`src/rtl/max_pool_stream_pkg.sv`:
```
// -----------------------------------------------------------------------------
// max_pool_stream_pkg
// Shared definitions for the streaming max-pool block:
//   - pool_state_e    : FSM state encoding (ACCUM collecting, HOLD presenting)
//   - idx_width()     : width of a per-lane beat index, minimum 1 bit
//   - size_width()    : width of the pool-size configuration field
//   - clamp_pool_size : maps a raw window length onto the legal range 1..MAX_POOL
// -----------------------------------------------------------------------------
package max_pool_stream_pkg;

  typedef enum logic [0:0] {
    ST_ACCUM = 1'b0,
    ST_HOLD  = 1'b1
  } pool_state_e;

  // Index of a beat inside a window of up to max_pool beats.
  function automatic int idx_width(input int max_pool);
    if (max_pool > 1) begin
      return $clog2(max_pool);
    end else begin
      return 1;
    end
  endfunction

  // Field wide enough to carry the value max_pool itself.
  function automatic int size_width(input int max_pool);
    if (max_pool > 1) begin
      return $clog2(max_pool + 1);
    end else begin
      return 1;
    end
  endfunction

  // A zero-length window makes no sense, so it behaves as a one-beat window;
  // anything longer than the hardware supports saturates at max_pool.
  function automatic int clamp_pool_size(input int size, input int max_pool);
    if (size < 1) begin
      return 1;
    end else if (size > max_pool) begin
      return max_pool;
    end else begin
      return size;
    end
  endfunction

endpackage

```
`src/rtl/max_pool_stream_if.sv`:
```
// -----------------------------------------------------------------------------
// max_pool_stream_if
// Input and output valid/ready streams of the max-pool block.
//   IN_VALID / IN_READY / IN_DATA    : beats into the pool, NUM_CH lanes packed,
//                                      lane k at [k*DATA_WIDTH +: DATA_WIDTH]
//   OUT_VALID / OUT_READY / OUT_DATA : pooled results, same lane packing
//   OUT_IDX                          : per-lane beat index of the maximum,
//                                      lane k at [k*IDX_W +: IDX_W]
// Modports:
//   master : the stream producer/consumer around the block
//   slave  : the max-pool block itself
// -----------------------------------------------------------------------------
interface max_pool_stream_if
  import max_pool_stream_pkg::*;
#(
  parameter int DATA_WIDTH = 16,
  parameter int NUM_CH     = 4,
  parameter int MAX_POOL   = 8
);

  localparam int IDX_W = idx_width(MAX_POOL);

  logic                         IN_VALID;
  logic                         IN_READY;
  logic [NUM_CH*DATA_WIDTH-1:0] IN_DATA;
  logic                         OUT_VALID;
  logic                         OUT_READY;
  logic [NUM_CH*DATA_WIDTH-1:0] OUT_DATA;
  logic [NUM_CH*IDX_W-1:0]      OUT_IDX;

  modport master (
    output IN_VALID, IN_DATA, OUT_READY,
    input  IN_READY, OUT_VALID, OUT_DATA, OUT_IDX
  );

  modport slave (
    input  IN_VALID, IN_DATA, OUT_READY,
    output IN_READY, OUT_VALID, OUT_DATA, OUT_IDX
  );

endinterface

```
`src/rtl/max_pool_stream_lane.sv`:
```
// -----------------------------------------------------------------------------
// max_compare_lane
// One pooling lane: running maximum plus the beat index where it was found.
//   clk, rst_n : clock, synchronous active-low reset
//   load_en    : a beat is being accepted this cycle
//   first      : the accepted beat is beat 0 of a window (loads unconditionally)
//   is_signed  : compare as two's complement (1) or unsigned (0)
//   beat_idx   : index of the accepted beat within its window
//   din        : this lane's element of the accepted beat
//   acc_data   : registered running maximum
//   acc_idx    : registered index of the running maximum
// -----------------------------------------------------------------------------
module max_compare_lane #(
  parameter int DATA_WIDTH = 16,
  parameter int IDX_W      = 3
) (
  input  logic                  clk,
  input  logic                  rst_n,
  input  logic                  load_en,
  input  logic                  first,
  input  logic                  is_signed,
  input  logic [IDX_W-1:0]      beat_idx,
  input  logic [DATA_WIDTH-1:0] din,
  output logic [DATA_WIDTH-1:0] acc_data,
  output logic [IDX_W-1:0]      acc_idx
);

  logic [DATA_WIDTH-1:0] acc_q, acc_d;
  logic [IDX_W-1:0]      idx_q, idx_d;
  logic                  greater_s;

  // Strict greater-than compare; equality keeps the earlier maximum.
  always_comb begin
    if (is_signed) begin
      greater_s = ($signed(din) > $signed(acc_q));
    end else begin
      greater_s = (din > acc_q);
    end
  end

  // Beat 0 seeds the lane; later beats replace it only when strictly larger.
  always_comb begin
    acc_d = acc_q;
    idx_d = idx_q;
    if (load_en && (first || greater_s)) begin
      acc_d = din;
      if (first) begin
        idx_d = '0;
      end else begin
        idx_d = beat_idx;
      end
    end else begin
      acc_d = acc_q;
      idx_d = idx_q;
    end
  end

  // Accumulator and index registers.
  always_ff @(posedge clk) begin
    if (!rst_n) begin
      acc_q <= '0;
      idx_q <= '0;
    end else begin
      acc_q <= acc_d;
      idx_q <= idx_d;
    end
  end

  assign acc_data = acc_q;
  assign acc_idx  = idx_q;

endmodule

```
`src/rtl/max_pool_stream.sv`:
```
// -----------------------------------------------------------------------------
// max_pool_stream
// Streaming max-pool over windows of CFG_POOL_SIZE beats on NUM_CH lanes.
//   CLK           : clock, rising edge
//   RESET         : synchronous active-low reset
//   CFG_POOL_SIZE : window length in beats, sampled with beat 0 of each window
//                   (0 acts as 1, values above MAX_POOL act as MAX_POOL)
//   CFG_SIGNED    : 1 = two's-complement compare, 0 = unsigned, sampled with beat 0
//   bus           : input and output streams (slave side)
// The result of a window is presented one cycle after its final beat and held
// until taken. While a result is held, a new beat is only accepted in the same
// cycle the result is taken, so windows can run back to back.
// -----------------------------------------------------------------------------
module max_pool_stream
  import max_pool_stream_pkg::*;
#(
  parameter  int DATA_WIDTH = 16,
  parameter  int NUM_CH     = 4,
  parameter  int MAX_POOL   = 8,
  localparam int IDX_W      = idx_width(MAX_POOL),
  localparam int SIZE_W     = size_width(MAX_POOL)
) (
  input  logic                CLK,
  input  logic                RESET,
  input  logic [SIZE_W-1:0]   CFG_POOL_SIZE,
  input  logic                CFG_SIGNED,
  max_pool_stream_if.slave    bus
);

  pool_state_e       state_q, state_d;
  logic [IDX_W-1:0]  cnt_q, cnt_d;
  logic [SIZE_W-1:0] size_q, size_d;
  logic              signed_q, signed_d;

  logic              in_ready_s;
  logic              accept_s;
  logic              first_s;
  logic              last_s;
  logic [SIZE_W-1:0] cfg_size_s;
  logic [SIZE_W-1:0] eff_size_s;

  logic [DATA_WIDTH-1:0]        lane_data_s [NUM_CH];
  logic [IDX_W-1:0]             lane_idx_s  [NUM_CH];
  logic [NUM_CH*DATA_WIDTH-1:0] out_data_s;
  logic [NUM_CH*IDX_W-1:0]      out_idx_s;

  // In HOLD a beat may only enter together with the result leaving.
  always_comb begin
    if (state_q == ST_ACCUM) begin
      in_ready_s = 1'b1;
    end else begin
      in_ready_s = bus.OUT_READY;
    end
  end

  assign accept_s = bus.IN_VALID & in_ready_s;

  // The counter sits at 0 exactly when the next accepted beat opens a window,
  // so beat 0 must use the live configuration rather than the latched one.
  always_comb begin
    cfg_size_s = SIZE_W'(clamp_pool_size(int'(CFG_POOL_SIZE), MAX_POOL));
    first_s    = (cnt_q == '0);
    if (first_s) begin
      eff_size_s = cfg_size_s;
    end else begin
      eff_size_s = size_q;
    end
    last_s = (int'(cnt_q) == (int'(eff_size_s) - 1));
  end

  // Beat counter and configuration latched with beat 0.
  always_comb begin
    cnt_d    = cnt_q;
    size_d   = size_q;
    signed_d = signed_q;
    if (accept_s) begin
      if (last_s) begin
        cnt_d = '0;
      end else begin
        cnt_d = cnt_q + IDX_W'(1);
      end
      if (first_s) begin
        size_d   = cfg_size_s;
        signed_d = CFG_SIGNED;
      end else begin
        size_d   = size_q;
        signed_d = signed_q;
      end
    end else begin
      cnt_d    = cnt_q;
      size_d   = size_q;
      signed_d = signed_q;
    end
  end

  // Next-state logic: close a window on its last beat, release HOLD on OUT_READY.
  always_comb begin
    state_d = state_q;
    case (state_q)
      ST_ACCUM: begin
        if (accept_s && last_s) begin
          state_d = ST_HOLD;
        end else begin
          state_d = ST_ACCUM;
        end
      end
      ST_HOLD: begin
        if (bus.OUT_READY) begin
          // A one-beat window accepted while draining produces the next result immediately.
          if (accept_s && last_s) begin
            state_d = ST_HOLD;
          end else begin
            state_d = ST_ACCUM;
          end
        end else begin
          state_d = ST_HOLD;
        end
      end
      default: begin
        state_d = ST_ACCUM;
      end
    endcase
  end

  // State, counter and latched configuration registers.
  always_ff @(posedge CLK) begin
    if (!RESET) begin
      state_q  <= ST_ACCUM;
      cnt_q    <= '0;
      size_q   <= SIZE_W'(1);
      signed_q <= 1'b0;
    end else begin
      state_q  <= state_d;
      cnt_q    <= cnt_d;
      size_q   <= size_d;
      signed_q <= signed_d;
    end
  end

  for (genvar k = 0; k < NUM_CH; k++) begin : g_lane
    max_compare_lane #(
      .DATA_WIDTH (DATA_WIDTH),
      .IDX_W      (IDX_W)
    ) u_lane (
      .clk       (CLK),
      .rst_n     (RESET),
      .load_en   (accept_s),
      .first     (first_s),
      .is_signed (signed_q),
      .beat_idx  (cnt_q),
      .din       (bus.IN_DATA[k*DATA_WIDTH +: DATA_WIDTH]),
      .acc_data  (lane_data_s[k]),
      .acc_idx   (lane_idx_s[k])
    );
  end

  // Pack the lane registers onto the output bus. The lane accumulators only
  // move when a beat is accepted, which in HOLD coincides with the result being
  // taken, so the presented result stays stable while stalled.
  always_comb begin
    out_data_s = '0;
    out_idx_s  = '0;
    for (int k = 0; k < NUM_CH; k++) begin
      out_data_s[k*DATA_WIDTH +: DATA_WIDTH] = lane_data_s[k];
      out_idx_s[k*IDX_W +: IDX_W]            = lane_idx_s[k];
    end
  end

  assign bus.IN_READY  = in_ready_s;
  assign bus.OUT_VALID = (state_q == ST_HOLD);
  assign bus.OUT_DATA  = out_data_s;
  assign bus.OUT_IDX   = out_idx_s;

endmodule
```
`src/flat_wrapper.sv`:
```
// flat-port wrapper written by rule: the top's interface ports become plain ports
module max_pool_stream_flat import max_pool_stream_pkg::*;
#(
  parameter  int DATA_WIDTH = 16,
  parameter  int NUM_CH     = 4,
  parameter  int MAX_POOL   = 8,
  localparam int IDX_W      = idx_width(MAX_POOL),
  localparam int SIZE_W     = size_width(MAX_POOL)
)
  (CLK, RESET, CFG_POOL_SIZE, CFG_SIGNED, bus_IN_VALID, bus_IN_DATA, bus_OUT_READY, bus_IN_READY, bus_OUT_VALID, bus_OUT_DATA, bus_OUT_IDX);
  max_pool_stream_if #(.DATA_WIDTH(DATA_WIDTH), .NUM_CH(NUM_CH), .MAX_POOL(MAX_POOL)) bus_i ();
  input  logic CLK;
  input  logic RESET;
  input  logic [SIZE_W-1:0] CFG_POOL_SIZE;
  input  logic CFG_SIGNED;
  input wire logic [$bits(bus_i.IN_VALID)-1:0] bus_IN_VALID;
  input wire logic [$bits(bus_i.IN_DATA)-1:0] bus_IN_DATA;
  input wire logic [$bits(bus_i.OUT_READY)-1:0] bus_OUT_READY;
  output wire logic [$bits(bus_i.IN_READY)-1:0] bus_IN_READY;
  output wire logic [$bits(bus_i.OUT_VALID)-1:0] bus_OUT_VALID;
  output wire logic [$bits(bus_i.OUT_DATA)-1:0] bus_OUT_DATA;
  output wire logic [$bits(bus_i.OUT_IDX)-1:0] bus_OUT_IDX;
  assign bus_i.IN_VALID = bus_IN_VALID;
  assign bus_i.IN_DATA = bus_IN_DATA;
  assign bus_i.OUT_READY = bus_OUT_READY;
  assign bus_IN_READY = bus_i.IN_READY;
  assign bus_OUT_VALID = bus_i.OUT_VALID;
  assign bus_OUT_DATA = bus_i.OUT_DATA;
  assign bus_OUT_IDX = bus_i.OUT_IDX;
  max_pool_stream #(.DATA_WIDTH(DATA_WIDTH), .NUM_CH(NUM_CH), .MAX_POOL(MAX_POOL)) u_core (.CLK(CLK), .RESET(RESET), .CFG_POOL_SIZE(CFG_POOL_SIZE), .CFG_SIGNED(CFG_SIGNED), .bus(bus_i));
endmodule
```
`config.mk`:
```
export PLATFORM = sky130hd
export DESIGN_NAME = max_pool_stream_flat
export DESIGN_NICKNAME = d
export VERILOG_FILES = /design/src/rtl/max_pool_stream_pkg.sv /design/src/rtl/max_pool_stream_if.sv /design/src/rtl/max_pool_stream_lane.sv /design/src/rtl/max_pool_stream.sv /design/src/flat_wrapper.sv
export SDC_FILE = /design/constraint.sdc
export NUM_CORES = 1
export LEC_CHECK = 0
export BUFFER_PORTS_ARGS = -buffer_cell sky130_fd_sc_hd__buf_2
export CORE_MARGIN = 10
export CORE_UTILIZATION = 40
export CTS_BUF_LIST = sky130_fd_sc_hd__clkbuf_2
export DETAILED_ROUTE_END_ITERATION = 16
export SYNTH_ARGS = -nofsm -noshare
export SYNTH_HDL_FRONTEND = slang
export SYNTH_SLANG_ARGS = --single-unit
```
`constraint.sdc`:
```
create_clock -name CLK -period 8.2 [get_ports CLK]
set_clock_uncertainty 0.1 [all_clocks]
set_input_delay 1.23 -clock CLK [delete_from_list [all_inputs] [get_ports CLK]]
set_output_delay 1.23 -clock CLK [all_outputs]
set_load 0.005 [all_outputs]
```
==> reports/qor.tcl <==
set qor(status) {finished, final reports clean}
set qor(number_of_flops_mapped_to_enable_cells_by_yosys) 0
set qor(yosysWarningCount) 0
set qor(final_layout_size_suffix_gt1_share_pct) 22.3
set qor(clock_tree.buffer_depth) 2
set qor(drt_first_iter_violations) 130
set qor(hp-start) {u_core.size_q[3]$_SDFFE_PN0P_}
set qor(hold-path-endpoint) {u_core.size_q[3]$_SDFFE_PN0P_}
set qor(timing.critical_path.slowest_stage_cell) {sky130_fd_sc_hd__nor3_2}
set qor(cell_depth_of_the_worst_flop_to_flop_path) 9
set qor(setup.reg_to_reg.worst_slack_ps) 4980
set qor(cts.clk_slew.worst_paths_ps) 220
set qor(maxSlewViolCount) 0
set qor(tritoncts) {yes}
set qor(grt_max_degree) 85
set qor(mapped_nets) 809
set qor(nNetsFinal) 945
set qor(holdCritPathClass) {register to register}
set qor(drt_pre_antenna_iters) 5
set qor(finalWorstPathRequiredPeriod_ps) 3480
set qor(power_per_cell_area_nw_per_um2) 180
set qor(report.power.total_uw) 1150
set qor(post-cts-setup-buffer-count) 0
set qor(routed_wl_mm) 14.6
set qor(slew-limit-headroom_pct) 31.8
set qor(grt_usage_pct) 15.5
set qor(start_util_pct) 41.1
set qor(drc_errors) 0
set qor(hpwl_dp_mm) 11.5
set qor(fillerInstances) 1333
set qor(worst-endpoint-arrival_ps) 3920
set qor(routed_wire_length_per_instance_um) 14.8
set qor(synth_cell_types) 51
set qor(final_hold_viol_count) 0
set qor(rsz0062_at_grt) {no}
set qor(areaGrowthSynthToFinish_pct) 17.4
set qor(grt_overflow) 0
set qor(fin_crit_sh_pct) 42.5
set qor(antennaDiodeCount) 0
set qor(synthArstFlopShare_pct) 0
set qor(series_of_cell_instances_along_the_critical_path) {buf_2 > ha_1 > nand4_1 > nor2_1 > a2111o_1 > o311a_1 > nor3_2 > buf_4 > mux2i_1}
set qor(synth.ff_latch_count) 85
set qor(grt_pass1_wl_mm) 23.9
set qor(antenna_violating_nets_post_route) 0
set qor(fmax_ghz) 0.287
set qor(clkLatencyLatePin_ps) 600
set qor(mappedNetlistArea_um2) 5470
set qor(cts_htree_levels) 3
set qor(r2r_end) {u_core.g_lane[0].u_lane.acc_data[5]$_SDFFE_PN0P_}
set qor(coreArea_um2) 13300
set qor(synth_top_flop_cell) {sky130_fd_sc_hd__dfxtp_1}
set qor(ws_path_type) {input port to register}
set qor(p_leak_uw) 0.00307
set qor(cts_buffers) 9
set qor(worst_r2r_startpoint) {u_core.g_lane[0].u_lane.acc_data[14]$_SDFFE_PN0P_}
set qor(cts.hold.buffers_added) 0
set qor(routed-via-count) 5056
set qor(via_per_inst) 5.12
set qor(data_required_time_at_the_worst_endpoint_ps) 8630
set qor(setup-violations-final) 0
set qor(critPathMaxFanout) 11
set qor(worstHoldPathCells) 2
set qor(setup.worst_path.start_class) {input port}
set qor(post_cts_resized) 0
set qor(max_stage_delay_ps) 620
set qor(die_width_um) 137
set qor(syn-mean-instance-area_um2) 8.16
set qor(max_slew.worst_pin.slew_ps) 1020
set qor(design.portCount) 151
set qor(clock-root-buffer) {sky130_fd_sc_hd__clkbuf_2}
set qor(numPortBuffers) 150
set qor(synthCells) 670
set qor(fin_setup_tns_ps) 0
set qor(globalplace.congestion) 0.810
set qor(yosysSeqAreaShare_pct) 31.1
set qor(first_global_vias) 5267
set qor(maxCapViolCount) 0
set qor(fp.dieArea_um2) 18700
set qor(number_of_antenna_violations_at_the_first_check_in_global_routing) 0
set qor(die_height_um) 137
set qor(placementRows) 42
set qor(worst_setup_path_end_kind) {register}
set qor(numClockSinks) 85
set qor(worst_ir_drop_vdd_mv) 0.0756
==> metal layers <==
layer  up-vias  part of all wire (%)  track usage, %
li1       2577                     -               -
met1      2343                    42            17.0
met2       116                    49            27.1
met3        20                   7.6            4.84
met4         0                   1.8            5.91
met5         -                     0               0
==> where the power goes <==
| part | internal, µW | switching (µW) | total, µW |
|---|---|---|---|
| registers | 465 | 39.3 | 504 |
| logic | 189 | 236 | 425 |
| clock network | 76.0 | 148 | 224 |
| total | 730 | 424 | 1150 |
==> cell type report <==
type | instances | area [µm²] | area share (%)
Sequential cell | 85 | 1700 | 26.5
Inverter | 69 | 259 | 4.03
Clock inverter | 2 | 33.8 | 0.526
Timing Repair Buffer | 152 | 768 | 12.0
Clock buffer | 14 | 70.1 | 1.09
Tap cell | 176 | 220 | 3.43
Multi-Input combinational cell | 489 | 3370 | 52.4
==> per-stage QoR <==
| step | util (%) | instances | hold WS (ps) | setup WS [ps] | instance area, µm² |
|---|---|---|---|---|---|
| 2_1_floorplan | - | 670 | 335 | 4750 | 5470 |
| 3_3_place_gp | 47.5 | 971 | 350 | 4220 | 6320 |
| 3_5_place_dp | 47.5 | 971 | 353 | 4070 | 6320 |
| 4_1_cts | 48.3 | 987 | 381 | 4730 | 6420 |
| 5_1_grt | 48.3 | 987 | 396 | 4600 | 6420 |
| 6_report | 48.3 | 987 | 382 | 4720 | 6420 |
==> critical path, delay by kind of cell <==
family	cells	cell delay (ps)
simple gates	3	900
compound gates	2	760
buf+inv	2	470
fa+ha+maj	1	310
mux	1	250
==> cell usage after synthesis, drive strengths merged, types with 6 or more instances <==
library cell	instances	share of area (%)
a21o	6	0.82
dfxtp	85	31
a31o	6	0.96
nor2	15	1.0
nor2b	11	1.3
nor3	12	1.3
nand4	21	2.4
nand3	6	0.55
inv	69	4.7
nand2b	6	0.69
o21ai	14	1.3
mux2i	65	12
a21oi	43	4.0
o21a	7	0.96
ha	66	15
buf	7	1.3
nand2	163	11
clkbuf	20	1.4
==> kinds of logic after synthesis <==
| group | share of synthesized area (%) |
|---|---|
| fa+ha+maj | 15.1 |
| simple gates | 20.9 |
| buf+inv | 7.41 |
| mux | 11.9 |
| compound gates | 13.3 |
| xor+xnor | 0.320 |
| flops | 31.1 |
==> how the worst max path moves through the flow <==
stage / start / endpoint / slack (ps) / cells after the start
floorplan: bus_IN_DATA[55] / u_core.g_lane[3].u_lane.acc_data[10]$_SDFFE_PN0P_ / 4750 / 8
global placement: bus_IN_DATA[7] / u_core.g_lane[0].u_lane.acc_data[15]$_SDFFE_PN0P_ / 4220 / 9
detailed placement: bus_IN_DATA[15] / u_core.g_lane[0].u_lane.acc_data[5]$_SDFFE_PN0P_ / 4070 / 9
CTS: bus_IN_DATA[15] / u_core.g_lane[0].u_lane.acc_data[5]$_SDFFE_PN0P_ / 4730 / 9
global route: bus_IN_DATA[15] / u_core.g_lane[0].u_lane.acc_data[5]$_SDFFE_PN0P_ / 4600 / 9
finish: bus_IN_DATA[15] / u_core.g_lane[0].u_lane.acc_data[5]$_SDFFE_PN0P_ / 4720 / 9
==> placed cells by master, fill, tap and decap left out, drive strengths merged, types with 3 or more instances in the layout <==
cell type | netlist | layout
nand2 | 163 | 163
buf | 7 | 152
dfxtp | 85 | 85
inv | 69 | 69
ha | 66 | 66
mux2i | 65 | 65
a21oi | 43 | 43
nand4 | 21 | 21
nor2 | 15 | 15
clkbuf | 20 | 14
o21ai | 14 | 14
nor3 | 12 | 12
nor2b | 11 | 11
o21a | 7 | 7
a21o | 6 | 6
nand3 | 6 | 6
nand2b | 6 | 6
a31o | 6 | 6
nor4 | 4 | 4
and4 | 4 | 4
o211ai | 3 | 3
or4 | 3 | 3
==> state kept, by name, summed over array words and instances (netlist names) <==
signal                         flops
u_core.bus.OUT_VALID               1
u_core.g_lane.u_lane.acc_data     64
u_core.cnt_q                       3
u_core.g_lane.u_lane.acc_idx      12
u_core.signed_q                    1
u_core.size_q                      4
No activity file was read; power rests on OpenSTA's default activity.
